**src/rtl/preact_pkg.sv**
```systemverilog
// ---------------------------------------------------------------------------
// preact_pkg
//
// Shared definitions for the streaming pre-activation unit:
//   - preact_state_t : two-state FSM encoding (ACCUM gathers beats, DONE
//                      presents the result until the consumer takes it)
//   - beats()        : number of input beats per vector (N / LANES)
//   - int_w()        : internal accumulator width, wide enough that the sum
//                      of N full-width products plus the bias never overflows
//
// The optional saturating output is selected by the PREACT_SAT_EN macro in
// preactivation_stream; nothing in this package depends on it.
// ---------------------------------------------------------------------------
package preact_pkg;

  typedef enum logic [0:0] {
    ACCUM = 1'b0,
    DONE  = 1'b1
  } preact_state_t;

  function automatic int beats(input int n, input int lanes);
    return n / lanes;
  endfunction

  // 2*DATA_WIDTH for one product, $clog2(N) for N-term growth, +1 for the bias.
  function automatic int int_w(input int n, input int data_width);
    return 2 * data_width + $clog2(n) + 1;
  endfunction

endpackage

```
**src/rtl/preact_lane_dot.sv**
```systemverilog
// ---------------------------------------------------------------------------
// preact_lane_dot
//
// Purely combinational LANES-wide signed dot product. Each lane multiplies
// two DATA_WIDTH signed operands to a full 2*DATA_WIDTH product; the products
// are sign-extended to OUT_W and summed.
//
// Ports:
//   x        in  LANES*DATA_WIDTH  packed signed operands, lane k at
//                                  [k*DATA_WIDTH +: DATA_WIDTH]
//   w        in  LANES*DATA_WIDTH  packed signed weights, same packing
//   lane_sum out OUT_W             signed sum of the LANES products
// ---------------------------------------------------------------------------
module preact_lane_dot
  import preact_pkg::*;
#(
  parameter int LANES      = 2,
  parameter int DATA_WIDTH = 8,
  parameter int OUT_W      = 19
) (
  input  logic [LANES*DATA_WIDTH-1:0] x,
  input  logic [LANES*DATA_WIDTH-1:0] w,
  output logic signed [OUT_W-1:0]     lane_sum
);

  logic signed [2*DATA_WIDTH-1:0] prod [LANES];

  // NOTE: combinational blocks use blocking '=' so the running sum is seen
  // by the next loop iteration within the same evaluation.
  always_comb begin
    // NOTE: every output of an always_comb gets a default first; a path that
    // leaves it unassigned would infer a latch.
    lane_sum = '0;
    for (int k = 0; k < LANES; k++) begin
      // Both operands are signed and the target is 2*DATA_WIDTH wide, so the
      // product is exact.
      prod[k]  = $signed(x[k*DATA_WIDTH +: DATA_WIDTH]) *
                 $signed(w[k*DATA_WIDTH +: DATA_WIDTH]);
      lane_sum = lane_sum + OUT_W'(prod[k]);
    end
  end

endmodule

```
**src/rtl/preactivation_stream.sv**
```systemverilog
// ---------------------------------------------------------------------------
// preactivation_stream
//
// Streaming pre-activation for one neuron:
//   pre = sum(x[i]*w[i], i = 0..N-1) + b
// The N-element vectors arrive LANES elements per beat over a valid/ready
// input; the result is presented on a valid/ready output. Input and output
// never overlap: while a result is pending the unit accepts no beats.
//
// Parameters:
//   N          vector length, a multiple of LANES
//   LANES      element pairs consumed per beat
//   DATA_WIDTH signed operand width
//   ACC_WIDTH  signed output width
//
// Ports:
//   clk        in   single clock, rising edge
//   rst_n      in   synchronous active-low reset
//   in_valid   in   beat present on x/w/b
//   in_ready   out  unit accepts a beat this cycle (registered state only)
//   x, w       in   LANES*DATA_WIDTH packed signed operands / weights
//   b          in   signed bias, sampled only on the first beat of a vector
//   out_valid  out  pre holds a completed result
//   out_ready  in   consumer takes the result
//   pre        out  ACC_WIDTH signed pre-activation
//   out_sat    out  result was clamped (only with PREACT_SAT_EN)
//
// Configuration macro:
//   PREACT_SAT_EN  defined   -> pre saturates to the ACC_WIDTH signed range
//                               and out_sat reports clamping
//                  undefined -> pre is the low ACC_WIDTH bits (wrap), no
//                               out_sat port
// ---------------------------------------------------------------------------
module preactivation_stream
  import preact_pkg::*;
#(
  parameter int N          = 4,
  parameter int LANES      = 2,
  parameter int DATA_WIDTH = 8,
  parameter int ACC_WIDTH  = 16
) (
  input  logic                        clk,
  input  logic                        rst_n,
  input  logic                        in_valid,
  output logic                        in_ready,
  input  logic [LANES*DATA_WIDTH-1:0] x,
  input  logic [LANES*DATA_WIDTH-1:0] w,
  input  logic [DATA_WIDTH-1:0]       b,
  output logic                        out_valid,
  input  logic                        out_ready,
  output logic [ACC_WIDTH-1:0]        pre
`ifdef PREACT_SAT_EN
  ,
  output logic                        out_sat
`endif
);

  localparam int BEATS = beats(N, LANES);
  localparam int INT_W = int_w(N, DATA_WIDTH);
  // A single-beat vector still needs a 1-bit counter to keep the port legal.
  localparam int CNT_W = (BEATS > 1) ? $clog2(BEATS) : 1;

  // Elaboration-time guard: a partial last beat is not supported.
  if ((N % LANES) != 0) begin : g_bad_lanes
    $error("preactivation_stream: N (%0d) must be a multiple of LANES (%0d)", N, LANES);
  end

  // -------------------------------------------------------------------------
  // State
  // -------------------------------------------------------------------------
  preact_state_t           state;
  logic [CNT_W-1:0]        cnt;
  logic signed [INT_W-1:0] acc;

  logic signed [INT_W-1:0] lane_sum;
  logic                    beat_acc;
  logic                    last_beat;

  preact_lane_dot #(
    .LANES      (LANES),
    .DATA_WIDTH (DATA_WIDTH),
    .OUT_W      (INT_W)
  ) u_lane_dot (
    .x        (x),
    .w        (w),
    .lane_sum (lane_sum)
  );

  // Handshake outputs decode the registered state only, so there is no
  // combinational path from out_ready (or any input) to in_ready/out_valid.
  assign in_ready  = (state == ACCUM);
  assign out_valid = (state == DONE);

  assign beat_acc  = in_valid && in_ready;
  assign last_beat = (cnt == CNT_W'(BEATS - 1));

  // NOTE: sequential state uses non-blocking '<=' so every register samples
  // values from before the clock edge, independent of statement order.
  always_ff @(posedge clk) begin
    // NOTE: the accumulator is a plain register, not a memory, so it is reset
    // along with the FSM; this is what makes pre read 0 out of reset.
    if (!rst_n) begin
      state <= ACCUM;
      cnt   <= '0;
      acc   <= '0;
    end else begin
      case (state)
        ACCUM: begin
          if (beat_acc) begin
            // The first beat of a vector overwrites the previous result, so
            // acc never needs clearing between vectors.
            if (cnt == '0) begin
              acc <= INT_W'($signed(b)) + lane_sum;
            end else begin
              acc <= acc + lane_sum;
            end

            if (last_beat) begin
              cnt   <= '0;
              state <= DONE;
            end else begin
              cnt   <= cnt + CNT_W'(1);
            end
          end
        end

        DONE: begin
          if (out_ready) begin
            state <= ACCUM;
          end
        end

        default: begin
          state <= ACCUM;
        end
      endcase
    end
  end

  // -------------------------------------------------------------------------
  // Output conversion. pre is a function of acc only; it is stable for the
  // whole DONE period because acc cannot change until the FSM leaves DONE.
  // -------------------------------------------------------------------------
`ifdef PREACT_SAT_EN
  // Compare in a width that holds both acc and the ACC_WIDTH limits.
  localparam int CMP_W = ((INT_W > ACC_WIDTH) ? INT_W : ACC_WIDTH) + 1;
  localparam logic signed [CMP_W-1:0] SAT_MAX =
    {{(CMP_W - ACC_WIDTH + 1){1'b0}}, {(ACC_WIDTH - 1){1'b1}}};
  localparam logic signed [CMP_W-1:0] SAT_MIN =
    {{(CMP_W - ACC_WIDTH + 1){1'b1}}, {(ACC_WIDTH - 1){1'b0}}};

  logic signed [CMP_W-1:0] acc_x;
  logic                    sat_hi;
  logic                    sat_lo;

  always_comb begin
    acc_x  = CMP_W'(acc);
    sat_hi = (acc_x > SAT_MAX);
    sat_lo = (acc_x < SAT_MIN);

    if (sat_hi) begin
      pre = SAT_MAX[ACC_WIDTH-1:0];
    end else if (sat_lo) begin
      pre = SAT_MIN[ACC_WIDTH-1:0];
    end else begin
      pre = acc_x[ACC_WIDTH-1:0];
    end

    // Only meaningful alongside a presented result.
    out_sat = out_valid && (sat_hi || sat_lo);
  end
`else
  // Two's-complement wrap (or sign extension if ACC_WIDTH exceeds INT_W).
  assign pre = ACC_WIDTH'(acc);
`endif

endmodule

```
**config.mk**
```make
export PLATFORM = sky130hd
export DESIGN_NAME = preactivation_stream
export DESIGN_NICKNAME = d
export VERILOG_FILES = /design/src/rtl/preact_pkg.sv /design/src/rtl/preact_lane_dot.sv /design/src/rtl/preactivation_stream.sv
export SDC_FILE = /design/constraint.sdc
export NUM_CORES = 1
export LEC_CHECK = 0
export CELL_PAD_IN_SITES_DETAIL_PLACEMENT = 2
export CELL_PAD_IN_SITES_GLOBAL_PLACEMENT = 2
export CORE_AREA = 2 2 167 104
export CTS_CLUSTER_SIZE = 16
export DETAILED_ROUTE_END_ITERATION = 7
export DIE_AREA = 0 0 169 106
export DONT_BUFFER_PORTS = 1
export GPL_TIMING_DRIVEN = 1
export PLACE_DENSITY = 0.95
export SLEW_MARGIN = 20
export SYNTH_ARGS = -nofsm -noshare
export SYNTH_HDL_FRONTEND = slang
export SYNTH_SLANG_ARGS = --single-unit
export TNS_END_PERCENT = 30
```
**constraint.sdc**
```tcl
create_clock -name clk -period 16 [get_ports clk]
set_input_delay 3.2 -clock clk [delete_from_list [all_inputs] [get_ports clk]]
set_output_delay 3.2 -clock clk [all_outputs]
set_load 0.05 [all_outputs]
```
# Word-level counts from Yosys, hierarchy flattened
# Index checks and enable logic that the tools add are counted.
# word_totals
elab_cells	18
register_bits	21
# classes
muxes	6
n_bitwise	1
n_reduce_logical	2
n_addsub	4
mul	2
# op_table
operator	count
$mul 8x8->16	2
$add 19x17->19	1
$mux 19	1
$add 8x17->18	1
$add 16x16->17	1
$mux 1	4
$pmux 1 s2	1
$reduce_and 2->1	1
$add 1x1->1 const B	1
$logic_and 1x1->1	1
$not 1->1	1

# Longest topological paths before layout
# depth
depth_word	4
mapped_depth	31
depth_no_buf	31

# Cells and area by module
# A second synthesis with hierarchy kept.
# hier_totals
cells_unflattened	784
hier_area_um2	6952.9
# modules_own_cells
module	seq_area_each_um2	cells_each	instances	area_each_um2
preact_lane_dot	0.0	581	1	5413.9
preactivation_stream	360.3	203	1	1539.0

# Worst setup path after synthesis
# Ideal clock, no wire load.
# synth_path
path_type	input-to-reg
start	input x[15]
end	register acc[15]
slack_ps	6455
t_arrival_ps	9459
path_stages	26
path_cell_list	and2_1 -> inv_1 -> fa_1 -> fa_1 -> inv_1 -> fa_1 -> fa_1 -> fa_1 -> inv_1 -> fa_1 -> inv_1 -> ha_1 -> o21ai_1 -> a21oi_1 -> o21ai_1 -> a21boi_1 -> o21ai_1 -> nor2b_1 -> xnor2_1 -> ha_1 -> nand3_1 -> or3_1 -> a31o_2 -> xnor2_1 -> mux2i_1 -> a221oi_2
# synth_via
elab_chain_cells	4
# synth_rtl
item	line_no	source
from (decl)	preactivation_stream.sv:46	input logic [LANES*DATA_WIDTH-1:0] x,
$mul 8x8->16 (*)	preact_lane_dot.sv:37	prod[k] = $signed(x[k*DATA_WIDTH +: DATA_WIDTH]) *
$add 16x16->17 (*)	preact_lane_dot.sv:39	lane_sum = lane_sum + OUT_W'(prod[k]);
$add 19x17->19 or $add 8x17->18 (tied branches)	preactivation_stream.sv:115, preactivation_stream.sv:113	
$mux 19 (*)	preactivation_stream.sv:112	if (cnt == '0) begin
to (signal assigned)	preactivation_stream.sv:113	acc <= INT_W'($signed(b)) + lane_sum;
to (signal assigned)	preactivation_stream.sv:115	acc <= acc + lane_sum;
to (decl)	preactivation_stream.sv:73	logic signed [INT_W-1:0] acc;
# Every way passes the cells marked *; elsewhere a longest branch is shown, timed or not.
# A chain may end at the register's enable or synchronous reset.

# Worst setup path in the final report
# Ends and elaborated chain as after synthesis.

==> metrics.txt <==
Fin. Hold Viols=0; synthesis-to-layout area growth=4.11%; Mapped Nets=1078; worst min-delay path endpoint=acc[2]$_SDFFE_PN0P_; max-cap viol count=0; Startpoint Class=input port; number of global-route vias before repair=7410; post-synthesis register bit count=18; r2r startpoint=acc[1]$_SDFFE_PN0P_; initial antenna violation count=0; final worst slack=5.44 ns; layout cells sized above 1=2.59%; HP Start=acc[2]$_SDFFE_PN0P_; 1st-pass router iterations=4; Compound-Gate Fraction of Synth Area=10.1%; final instance area=7550 um2; first-pass GRT wire length=44100 um; clk_lat worst skew=0.26 ns; Nets=1078; Inserted Clock Buffers=3; Post-Synthesis Cells=812; Mean Syn Cell Area=8.93 um2; top post-synthesis cells by area=fa_1 (38%), ha_1 (15%), inv_1 (9.2%), and2_1 (6.5%), dfxtp_1 (5.0%); Die Span X=169 um; Die Area=17900 um2; Ports=62; RePlAce Congestion=0.821; post-layout min period=10.56 ns; main combinational cell family by area after synthesis=adder cells; Routed Antenna Nets=0; run status=finished, final reports clean; top post-synthesis cells by count=inv_1 (177), fa_1 (137), ha_1 (85); Worst-Margin Slew=0.801 ns; Post-Synth Simple-Gate Area=15.7%; YS warnings=0; DP Area=7460 um2; core area=16600 um2; Adder-Cell Fraction of Synth Area=52.5%; Post-CTS Setup Inserts=0; DRC violations left=0; Clock Tree Buf Depth=2; GRT Total Usage=33.3%; Synth Area in XOR/XNOR=6.14%; register area=360 um2; Clock transition at path regs=0.06 ns; # resized after CTS=0; Root Driver=clkbuf_16; HPWL after detailed placement=25500 um; Detailed Route Iter0 Violations=262; Relative slew margins=46.5%; most numerous cell in the Yosys netlist=inv_1; fmax=0.0947 GHz; post-synth top area share=37.8%; CP Class=input port to register; CTS tree=yes; distinct cell type count of the synthesized netlist=51; Post-synth EDFFs=0; mean routed wirelength per cell=28.0 um; std cell rows=37; Starting Density=43.7%; Post-Syn Area=7250 um2; Detailed Route WL=28700 um; diode count=0; Worst R2R Setup Slack=12.16 ns; Slew Limit Fails=0; Multi-input gate area=6150 um2; Vias=5986; Seq/Total Area, Yosys=4.97%; crit path capture type=register; RSZ-0062 raised after global routing=false; Final setup viols=0; HP Class=register to register; multiplexer share of the synthesized area=0.414%; top_reg_cell synth=dfxtp_1; CP arrival=10.75 ns; CP Launch Point=x[15]; number of fillers in the final layout=1849; maximum fanout along the worst path=8; # clock sinks=18; pre-CTS WS=5.31 ns; largest net degree at the start of global routing=28; Core Util, Final=45.5%; Critical Path RT=16.18 ns; clock skew=0.00480 ns; Hold-fix buffers, CTS=0; total global routing overflow=0; Hold Path Depth=2; setup TNS=0 ns; Synth async-reset ratio=0%; Worst Reg2Reg Path Length in Cells=11; Final period util=66.0%; FF-to-FF End=acc[15]$_SDFFE_PN0P_; cell taking the most area after synthesis=fa_1; H-tree Lvls=1; count of input and output buffers=0; Die Y=106 um; DR vias/cell=5.84
worst max-delay path by stage:
stage | end | slack, ns
after floorplan | acc[15]$_SDFFE_PN0P_ | 6.45
after global placement | acc[15]$_SDFFE_PN0P_ | 6.09
after detailed placement | acc[15]$_SDFFE_PN0P_ | 5.31
after CTS | acc[15]$_SDFFE_PN0P_ | 5.49
after global routing | acc[15]$_SDFFE_PN0P_ | 5.16
final | acc[15]$_SDFFE_PN0P_ | 5.44
cells by family after synthesis:
logic type / count (synthesis)
and+or+nand+nor: 224
adders and majority gates: 222
buffers and inverters: 185
AOI/OAI and AO/OA: 110
xor gates and xnor gates: 50
DFF: 18
muxes: 3
routing by layer:
layer	vias to the layer above	part of all wire, %	track usage [%]
li1	2530	-	-
met1	3123	36	35.7
met2	209	53	61.7
met3	124	4.1	5.17
met4	0	7.2	21.2
met5	-	0	0
registers in the layout, indices dropped and copies added (netlist names):
register	cells
cnt	1
acc	16
out_valid	1
per-stage QoR:
| stage | instances | hold slack (ns) |
|---|---|---|
| 3_3_place_gp | 1021 | 0.721 |
| 3_5_place_dp | 1021 | 0.744 |
| 5_1_grt | 1025 | 0.776 |
| 2_1_floorplan | 812 | 0.689 |
| 6_report | 1025 | 0.757 |
| 4_1_cts | 1025 | 0.756 |
layout make-up:
cell class | instances | area share (%)
clock buffers | 4 | 1.18
flip-flops and latches | 18 | 4.77
well taps | 214 | 3.55
repair buffers | 2 | 0.199
inverters | 178 | 8.85
multi-input cells | 609 | 81.5
cells in the final DEF, fill, tap and decap left out, types with 3 or more instances in the layout:
cell and count:
a21o_1 9, nor2_1 42, and2_1 75, clkbuf_16 3
o21ai_0 14, ha_1 85, or3_1 3, xor2_1 14
a211oi_1 12, and3_1 6, a31oi_1 5, xnor2_1 35
nor3_1 14, mux2i_1 3, nand3_1 8, nand2_1 56
nor2b_1 5, fa_1 137, a21oi_1 32, inv_1 177
nand2b_1 10, o21ai_1 12, dfxtp_1 18, o21a_1 3
worst max-delay path: stages:
cell	delay (ns)
and2_1	0.43
inv_1	0.21
fa_1	0.49
fa_1	0.51
inv_1	0.06
fa_1	0.49
fa_1	0.58
fa_1	0.59
inv_1	0.08
fa_1	0.54
inv_1	0.06
ha_1	0.33
o21ai_1	0.13
a21oi_1	0.32
o21ai_1	0.14
a21boi_1	0.23
o21ai_1	0.13
nor2b_1	0.17
xnor2_1	0.41
ha_1	0.28
nand3_1	0.11
or3_1	0.39
a31o_2	0.24
xnor2_1	0.21
mux2i_1	0.13
a221oi_2	0.29
Power is left out: the tool's default activity adds up to more than one toggle a clock period on the data nets, which glitch-free logic cannot reach.
